File: config.mk
export PLATFORM = sky130hd
export DESIGN_NAME = decoder_pipe
export DESIGN_NICKNAME = d
export VERILOG_FILES = /design/src/rtl/decoder_pkg.sv /design/src/rtl/decode_core.sv /design/src/rtl/decoder_pipe.sv
export SDC_FILE = /design/constraint.sdc
export NUM_CORES = 1
export LEC_CHECK = 0
export ABC_AREA = 1
export CAP_MARGIN = 20
export CORE_MARGIN = 8
export CORE_UTILIZATION = 54
export CTS_CLUSTER_DIAMETER = 100
export CTS_CLUSTER_SIZE = 10
export DETAILED_ROUTE_END_ITERATION = 8
export GPL_ROUTABILITY_DRIVEN = 0
export HOLD_SLACK_MARGIN = 0.05
export PLACE_DENSITY = 0.77
export SYNTH_ARGS = -nofsm -noshare
export SYNTH_HDL_FRONTEND = slang
export SYNTH_SLANG_ARGS = --single-unit
File: constraint.sdc
create_clock -name clk -period 1.6 [get_ports clk]
set_input_delay 0.24 -clock clk [delete_from_list [all_inputs] [get_ports clk]]
set_output_delay 0.24 -clock clk [all_outputs]
set_load 0.01 [all_outputs]
File: src/rtl/decoder_pkg.sv
// Shared types for the pipelined binary decoder: decode modes and
// the skid-buffer occupancy states.
package decoder_pkg;

  typedef enum logic [1:0] {
    MODE_ONEHOT = 2'b00,
    MODE_THERM  = 2'b01,
    MODE_INV    = 2'b10,
    MODE_RSVD   = 2'b11
  } mode_e;

  typedef enum logic [1:0] {
    EMPTY = 2'b00,
    ONE   = 2'b01,
    FULL  = 2'b10
  } buf_state_e;

endpackage

File: src/rtl/decode_core.sv
// Combinational decode of a binary code into one-hot, thermometer or
// inverted one-hot form, with an error flag for out-of-range codes and
// the reserved mode. Errored words are forced to all zeros.
module decode_core
  import decoder_pkg::*;
#(
  parameter int IN_W    = 4,
  parameter int NUM_OUT = 16
) (
  input  logic [IN_W-1:0]    binary_i,
  input  logic [1:0]         mode_i,
  output logic [NUM_OUT-1:0] word_o,
  output logic               err_o
);

  mode_e mode_s;
  logic  in_range;

  assign mode_s = mode_e'(mode_i);

  // One extra bit so NUM_OUT == 2**IN_W still compares correctly.
  assign in_range = ({1'b0, binary_i} < (IN_W+1)'(NUM_OUT));

  // Build the decoded word bit by bit; errors override everything.
  always_comb begin
    word_o = '0;
    err_o  = 1'b0;
    if (!in_range || mode_s == MODE_RSVD) begin
      err_o = 1'b1;
    end else begin
      for (int i = 0; i < NUM_OUT; i++) begin
        case (mode_s)
          MODE_ONEHOT: word_o[i] = (binary_i == IN_W'(i));
          MODE_THERM:  word_o[i] = (IN_W'(i) <= binary_i);
          MODE_INV:    word_o[i] = (binary_i != IN_W'(i));
          default:     word_o[i] = 1'b0;
        endcase
      end
    end
  end

endmodule

File: src/rtl/decoder_pipe.sv
// Pipelined decoder with valid/ready on both sides. The decoded word is
// registered into an output register backed by a one-word skid register,
// so in_ready can be registered and still sustain one word per cycle.
//
// state | meaning
// EMPTY | no word held; accepting input
// ONE   | output register valid; accepting input
// FULL  | output and skid registers valid; input stalled
module decoder_pipe
  import decoder_pkg::*;
#(
  parameter int IN_W    = 4,
  parameter int NUM_OUT = 16
) (
  input  logic               clk,
  input  logic               rst_n,
  input  logic               in_valid,
  output logic               in_ready,
  input  logic [IN_W-1:0]    binary,
  input  logic [1:0]         mode,
  output logic               out_valid,
  input  logic               out_ready,
  output logic [NUM_OUT-1:0] one_hot,
  output logic               err
);

  buf_state_e         state_q, state_d;
  logic               in_ready_q, in_ready_d;
  logic [NUM_OUT-1:0] out_word_q, out_word_d;
  logic               out_err_q, out_err_d;
  logic [NUM_OUT-1:0] skid_word_q, skid_word_d;
  logic               skid_err_q, skid_err_d;

  logic [NUM_OUT-1:0] dec_word;
  logic               dec_err;
  logic               in_xfer;
  logic               out_xfer;

  decode_core #(
    .IN_W    (IN_W),
    .NUM_OUT (NUM_OUT)
  ) u_decode_core (
    .binary_i (binary),
    .mode_i   (mode),
    .word_o   (dec_word),
    .err_o    (dec_err)
  );

  assign out_valid = (state_q != EMPTY);
  assign in_ready  = in_ready_q;
  assign one_hot   = out_word_q;
  assign err       = out_err_q;

  assign in_xfer  = in_valid & in_ready_q;
  assign out_xfer = out_valid & out_ready;

  // Next occupancy state and register loads for the output/skid pair.
  always_comb begin
    state_d     = state_q;
    out_word_d  = out_word_q;
    out_err_d   = out_err_q;
    skid_word_d = skid_word_q;
    skid_err_d  = skid_err_q;
    case (state_q)
      EMPTY: begin
        if (in_xfer) begin
          state_d    = ONE;
          out_word_d = dec_word;
          out_err_d  = dec_err;
        end
      end
      ONE: begin
        if (in_xfer && out_xfer) begin
          out_word_d = dec_word;
          out_err_d  = dec_err;
        end else if (out_xfer) begin
          state_d = EMPTY;
        end else if (in_xfer) begin
          state_d     = FULL;
          skid_word_d = dec_word;
          skid_err_d  = dec_err;
        end
      end
      FULL: begin
        if (out_xfer) begin
          state_d    = ONE;
          out_word_d = skid_word_q;
          out_err_d  = skid_err_q;
        end
      end
      default: state_d = EMPTY;
    endcase
    // Registered ready: decided from where the buffer will be next cycle.
    in_ready_d = (state_d != FULL);
  end

  // State and data registers; reset drops any buffered words.
  always_ff @(posedge clk) begin
    if (!rst_n) begin
      state_q     <= EMPTY;
      in_ready_q  <= 1'b0;
      out_word_q  <= '0;
      out_err_q   <= 1'b0;
      skid_word_q <= '0;
      skid_err_q  <= 1'b0;
    end else begin
      state_q     <= state_d;
      in_ready_q  <= in_ready_d;
      out_word_q  <= out_word_d;
      out_err_q   <= out_err_d;
      skid_word_q <= skid_word_d;
      skid_err_q  <= skid_err_d;
    end
  end

endmodule

Word level (Yosys, flattened, before mapping) --
Index checks and enable logic that the tools add are counted.
Word-level totals: bits in registers 37, logic and storage cells 106, output and inout port bits 19
Operators by class: multiplexer cells 32, magnitude comparators 16, eq/ne operators 39, reductions and logical operators 9, bitwise operators 4
Operators with widths (count):
- 2-to-1 mux 16 bit | 4
- one-hot mux 1 bit (3 select lines) | 17
- one-hot mux 16 bit (3 select lines) | 1
- == test 4 bit, second input constant | 8
- <= comparator 4 bit, first input constant | 8
- != test 4 bit, second input constant | 8
- == test 4 x 3 -> 1 bit, second input constant | 4
- <= comparator 3 x 4 -> 1 bit, first input constant | 4
- != test 4 x 3 -> 1 bit, second input constant | 4
- 2-to-1 mux 2 bit | 5
- == test 4 x 2 -> 1 bit, second input constant | 2
- <= comparator 1 x 4 -> 1 bit, first input constant | 2
- <= comparator 2 x 4 -> 1 bit, first input constant | 2
- != test 2 bit, second input constant | 4
- != test 4 x 2 -> 1 bit, second input constant | 2
- AND reduction 4 bit | 2
- == test 2 bit, second input constant | 3
- one-hot mux 2 bit (3 select lines) | 1
- == test 2 x 1 -> 1 bit, second input constant | 2
- == test 4 x 1 -> 1 bit, second input constant | 1
- zero test 2 bit | 2
- zero test 4 bit | 1
- 2-to-1 mux 1 bit | 4
- != test 4 x 1 -> 1 bit, second input constant | 1
- 6 further kinds | 8

Depth between registers and ports, before layout --
depth in word-level cells 6, depth in mapped cells 9, mapped depth without buffers 9

Hierarchy --
Synthesis repeated with hierarchy kept, for this count alone.
Unflattened totals: cell total of the unflattened synthesis 369, area total of the unflattened synthesis 2228.4 sq um
By module, submodules not included:
- decoder_pipe | instances 1, cells an instance 258, area each 1725.4 sq um
- decode_core | instances 1, cells an instance 111, area each 503.0 sq um

Worst setup path before layout --
Ideal clock, no wire load.
path type reg-to-reg, start reg state_q[0], end reg out_word_q[0] (netlist: one_hot[0]), arrival time 1.155 ns, path buffers 1, required time 1.478 ns, stages on the path, launching flop included 8, library setup time 0.122 ns, path slack 0.322 ns, cell sequence dfxtp_1 > inv_2 > nand2_1 > nand2_1 > o21a_2 > buf_2 > o21ai_0 > a21oi_1
Between the ends: cells in the longest elaborated chain, start to end 5, elaborated cells on any way between the ends 12
RTL lines:
- start, declared | RTL line decoder_pipe.sv:27 | buf_state_e state_q, state_d;
- start signal, assigned | RTL line decoder_pipe.sv:107 | state_q <= state_d;
- nonzero test 2 bit * | RTL line decoder_pipe.sv:49 | assign out_valid = (state_q != EMPTY);
- via out_valid | RTL line decoder_pipe.sv:21 | output logic out_valid,
- AND 1 bit * | RTL line decoder_pipe.sv:55 | assign out_xfer = out_valid & out_ready;
- logical AND 1 bit | RTL line decoder_pipe.sv:73 | if (in_xfer && out_xfer) begin
- != test 2 bit (no source line)
- AND reduction 4 bit (no source line) *
- end signal, assigned | RTL line decoder_pipe.sv:109 | out_word_q <= out_word_d;
- end, declared | RTL line decoder_pipe.sv:29 | logic [NUM_OUT-1:0] out_word_q, out_word_d;
Mark *: on every way through the listed nets, which the timed path passes. The rest lies on a longest branch. A chain may end at the register's enable or synchronous reset.

Final worst setup path --
start in mode[1], end reg out_word_q[5] (netlist: one_hot[5])
Between the ends: cells in the longest elaborated chain, start to end 5, elaborated cells on any way between the ends 9
RTL lines:
- start, declared | RTL line decoder_pipe.sv:20 | input logic [1:0] mode,
- == test 2 bit, or another cell as far along | RTL line decode_core.sv:32 | case (mode_s)
- one-hot mux 1 bit (3 select lines) | RTL line decode_core.sv:32
- 2-to-1 mux 16 bit * | RTL line decode_core.sv:28 | if (!in_range || mode_s == MODE_RSVD) begin
- 2-to-1 mux 16 bit, on equally long branches | RTL line decoder_pipe.sv:73, decoder_pipe.sv:66
- one-hot mux 16 bit (3 select lines) * | RTL line decoder_pipe.sv:64 | case (state_q)
Mark *: on every way between the ends. The rest lies on a longest branch, timed or not. The select of a mux whose other input is x is not followed.

==> metrics.md <==
| Metric | Value |
|---|---|
| Status | finished, final reports clean |
| Net Switching | 0.000618 W |
| Final setup viols | 0 |
| Post-CTS Hold Fix Bufs | 0 |
| Clk buf depth | 2 |
| Sink Count | 37 |
| Fill count | 317 |
| Combinational power share | 0.229 |
| Hold crit path type | reg -> reg |
| Die Y | 76.6 um |
| Max Cap Violations | 0 |
| WP buf/inv | 2 |
| Post-CTS Setup Inserts | 0 |
| Number of iterations in the first detailed-routing pass | 4 |
| Largest net degree at the start of global routing | 23 |
| Layout area overhead | 27.7% |
| Crit start category | input pin |
| Critical path's slowest cell | clkdlybuf4s50_1 |
| RSZ-0062 raised after global routing | no |
| Full die area | 5870 um^2 |
| Fmax | 699 MHz |
| First-pass GRT wire length | 8950 um |
| Root Driver | clkbuf_8 |
| Worst path cell trace | clkdlybuf4s50_1, buf_4, nor2_4, nand3_1, nand3_1, nand3_1, a21oi_1 |
| Sw Ratio | 0.292 |
| CP max FO | 7 |
| DRC viols | 0 |
| Reg power frac | 0.474 |
| Initial antenna violation count | 0 |
| WP data required | 1.82 ns |
| PwrDens | 833 nW/um^2 |
| Total global routing track utilization | 0.178 |
| DRT Wirelength | 5070 um |
| Clock slew at reported path FFs | 0.07 ns |
| Clock latency on the worst-skew pair | 0.28 ns |
| Initial DRC Count | 239 |
| Fraction of layout cells with a size suffix above 1 | 0.167 |
| Net count after synthesis | 299 |
| Reg area | 742 um^2 |
| Top delay family on crit path | buffers and inverters |
| # IOs | 29 |
| Critical path type | in -> reg |
| Cell Rows | 22 |
| Rel. slew slack | 0.662 |
| Antenna Nets Post-Route | 0 |
| Peak supply drop | 0.396 mV |
| Clock buffer count from CTS | 5 |
| Core ar. | 3610 um^2 |
| Worst EP arrival | 1.65 ns |
| Fin nets | 345 |
| Initial Util | 0.551 |
| Avg WL per Cell | 13.2 um |
| Final Skew | 0.00256 ns |
| Most numerous cell on the critical path | nand3_1 |
| Final hold violations | 0 |
| CTS tree | yes |
| CTS H-tree lvls | 2 |
| Vias per cell | 5.37 |
| Cell variety after synth | 25 |
| Post-Syn Instances | 289 |
| Port Buffers | 28 |
| Fin Hold WS | 0.501 ns |
| Register area share after synthesis | 0.373 |
| Diode count | 0 |
| Syn avg cell area | 6.87 um^2 |
| Most frequent cells in the layout | 52 x nand2_1, 42 x nor2_1, 38 x o21ai_0 |
| Dpl hpwl | 3630 um |
| Area of the multi-input gates | 1090 um^2 |
| Synth Cell Area | 1990 um^2 |
| Max Slew Vio Count | 0 |
| Vias | 2063 |
| Fin crit share | 0.894 |
| Post-layout minimum cycle time | 1.43 ns |
| Vias in the first global route | 1889 |
| Most common cell after layout, fill and taps aside | nand2_1 |
| Worst setup EP type | flop |
| Power Internal | 0.00149 W |
| DIE WIDTH | 76.6 um |
| Worst-margin pin slew | 0.505 ns |
| Total gr overflow | 0 |
| Fin util | 0.703 |
| Leak pwr | 1.17 nW |
| Max incr delay on CP | 0.53 ns |
| Synth Register Bits | 37 |
| Yosys warnings | 0 |
| Clk network pwr share | 0.297 |
[synthesized netlist by cell type (all sizes together)]
| library cell | number | area share |
|---|---|---|
| nand2 | 52 | 0.098 |
| o21ai | 51 | 0.14 |
| nor2 | 46 | 0.10 |
| a21oi | 37 | 0.093 |
| dfxtp | 37 | 0.37 |
| nand3 | 26 | 0.086 |
| inv | 20 | 0.039 |
| buf | 10 | 0.037 |
| clkbuf | 3 | 0.0057 |
| nand4 | 2 | 0.0063 |
| nand3b | 1 | 0.0038 |
| nor3 | 1 | 0.0050 |
| o211ai | 1 | 0.0038 |
| o21a | 1 | 0.0044 |
| or2 | 1 | 0.0032 |
[repair_timing]
action | CTS | global route
gates resized for setup | 1 | 3
hold endpoints to repair | 0 | 0
endpoints found under the setup margin | 1 | 7
gates cloned | 0 | 0
[area by class of cell]
cell class,instances,area share
Multi-Input combinational cell,219,0.430
Clock buffer,5,0.0271
Sequential cell,37,0.293
Inverter,20,0.0306
Tap cell,48,0.0237
Timing Repair Buffer,52,0.189
Clock inverter,3,0.00691
[metrics by stage]
stage	cell area (um^2)	setup WS, ns	power (W)	setup TNS [ns]	instances
floorplan	1990	0.322	0.00128	0	289
global placement	2430	-0.166	0.00149	-3.04	376
detailed placement	2430	-0.205	0.00150	-3.80	376
CTS	2520	0.0211	0.00212	0	384
global route	2530	0.0314	0.00223	0	384
finish	2530	0.169	0.00211	0	384
[registers in the layout (all words and copies together), names as in the netlist]
signal	cells
skid_word_q	16
state_q	2
one_hot	16
skid_err_q	1
in_ready	1
err	1
[path summary, 6_finish.rpt]
check,from,end,slack (ns),cells after the start
setup / recovery,mode[1],one_hot[5],0.17,7
hold / removal,err,err,0.50,2
setup reg to reg,state_q[1],skid_word_q[9],0.22,6
hold reg to reg,err,err,0.50,2
[routing by layer]
layer  wire length [um]  GRT usage
met1               2410      0.236
met2               2350      0.277
met3                244     0.0413
met4                 62     0.0519
met5                  0          0
[logic make-up after synthesis]
logic type      after synthesis  share of synthesized area
compound gates               90                      0.239
simple gates                129                      0.306
buf+inv                      33                     0.0813
flops                        37                      0.373
[power groups by stage]
stage | combinational (W) | sequential [W] | clock (W)
finish | 0.000484 | 0.00100 | 0.000628
floorplan | 0.000240 | 0.00104 | 0
detailed placement | 0.000480 | 0.00102 | 0
global placement | 0.000473 | 0.00102 | 0
global route | 0.000540 | 0.00101 | 0.000684
CTS | 0.000482 | 0.00100 | 0.000636
[worst min-delay path, stage by stage, from the launching register on]
cell and delay (ns):
dfxtp_1 0.32, nor2_1 0.09, nor2_1 0.05
(Power assumes the default switching activity.)
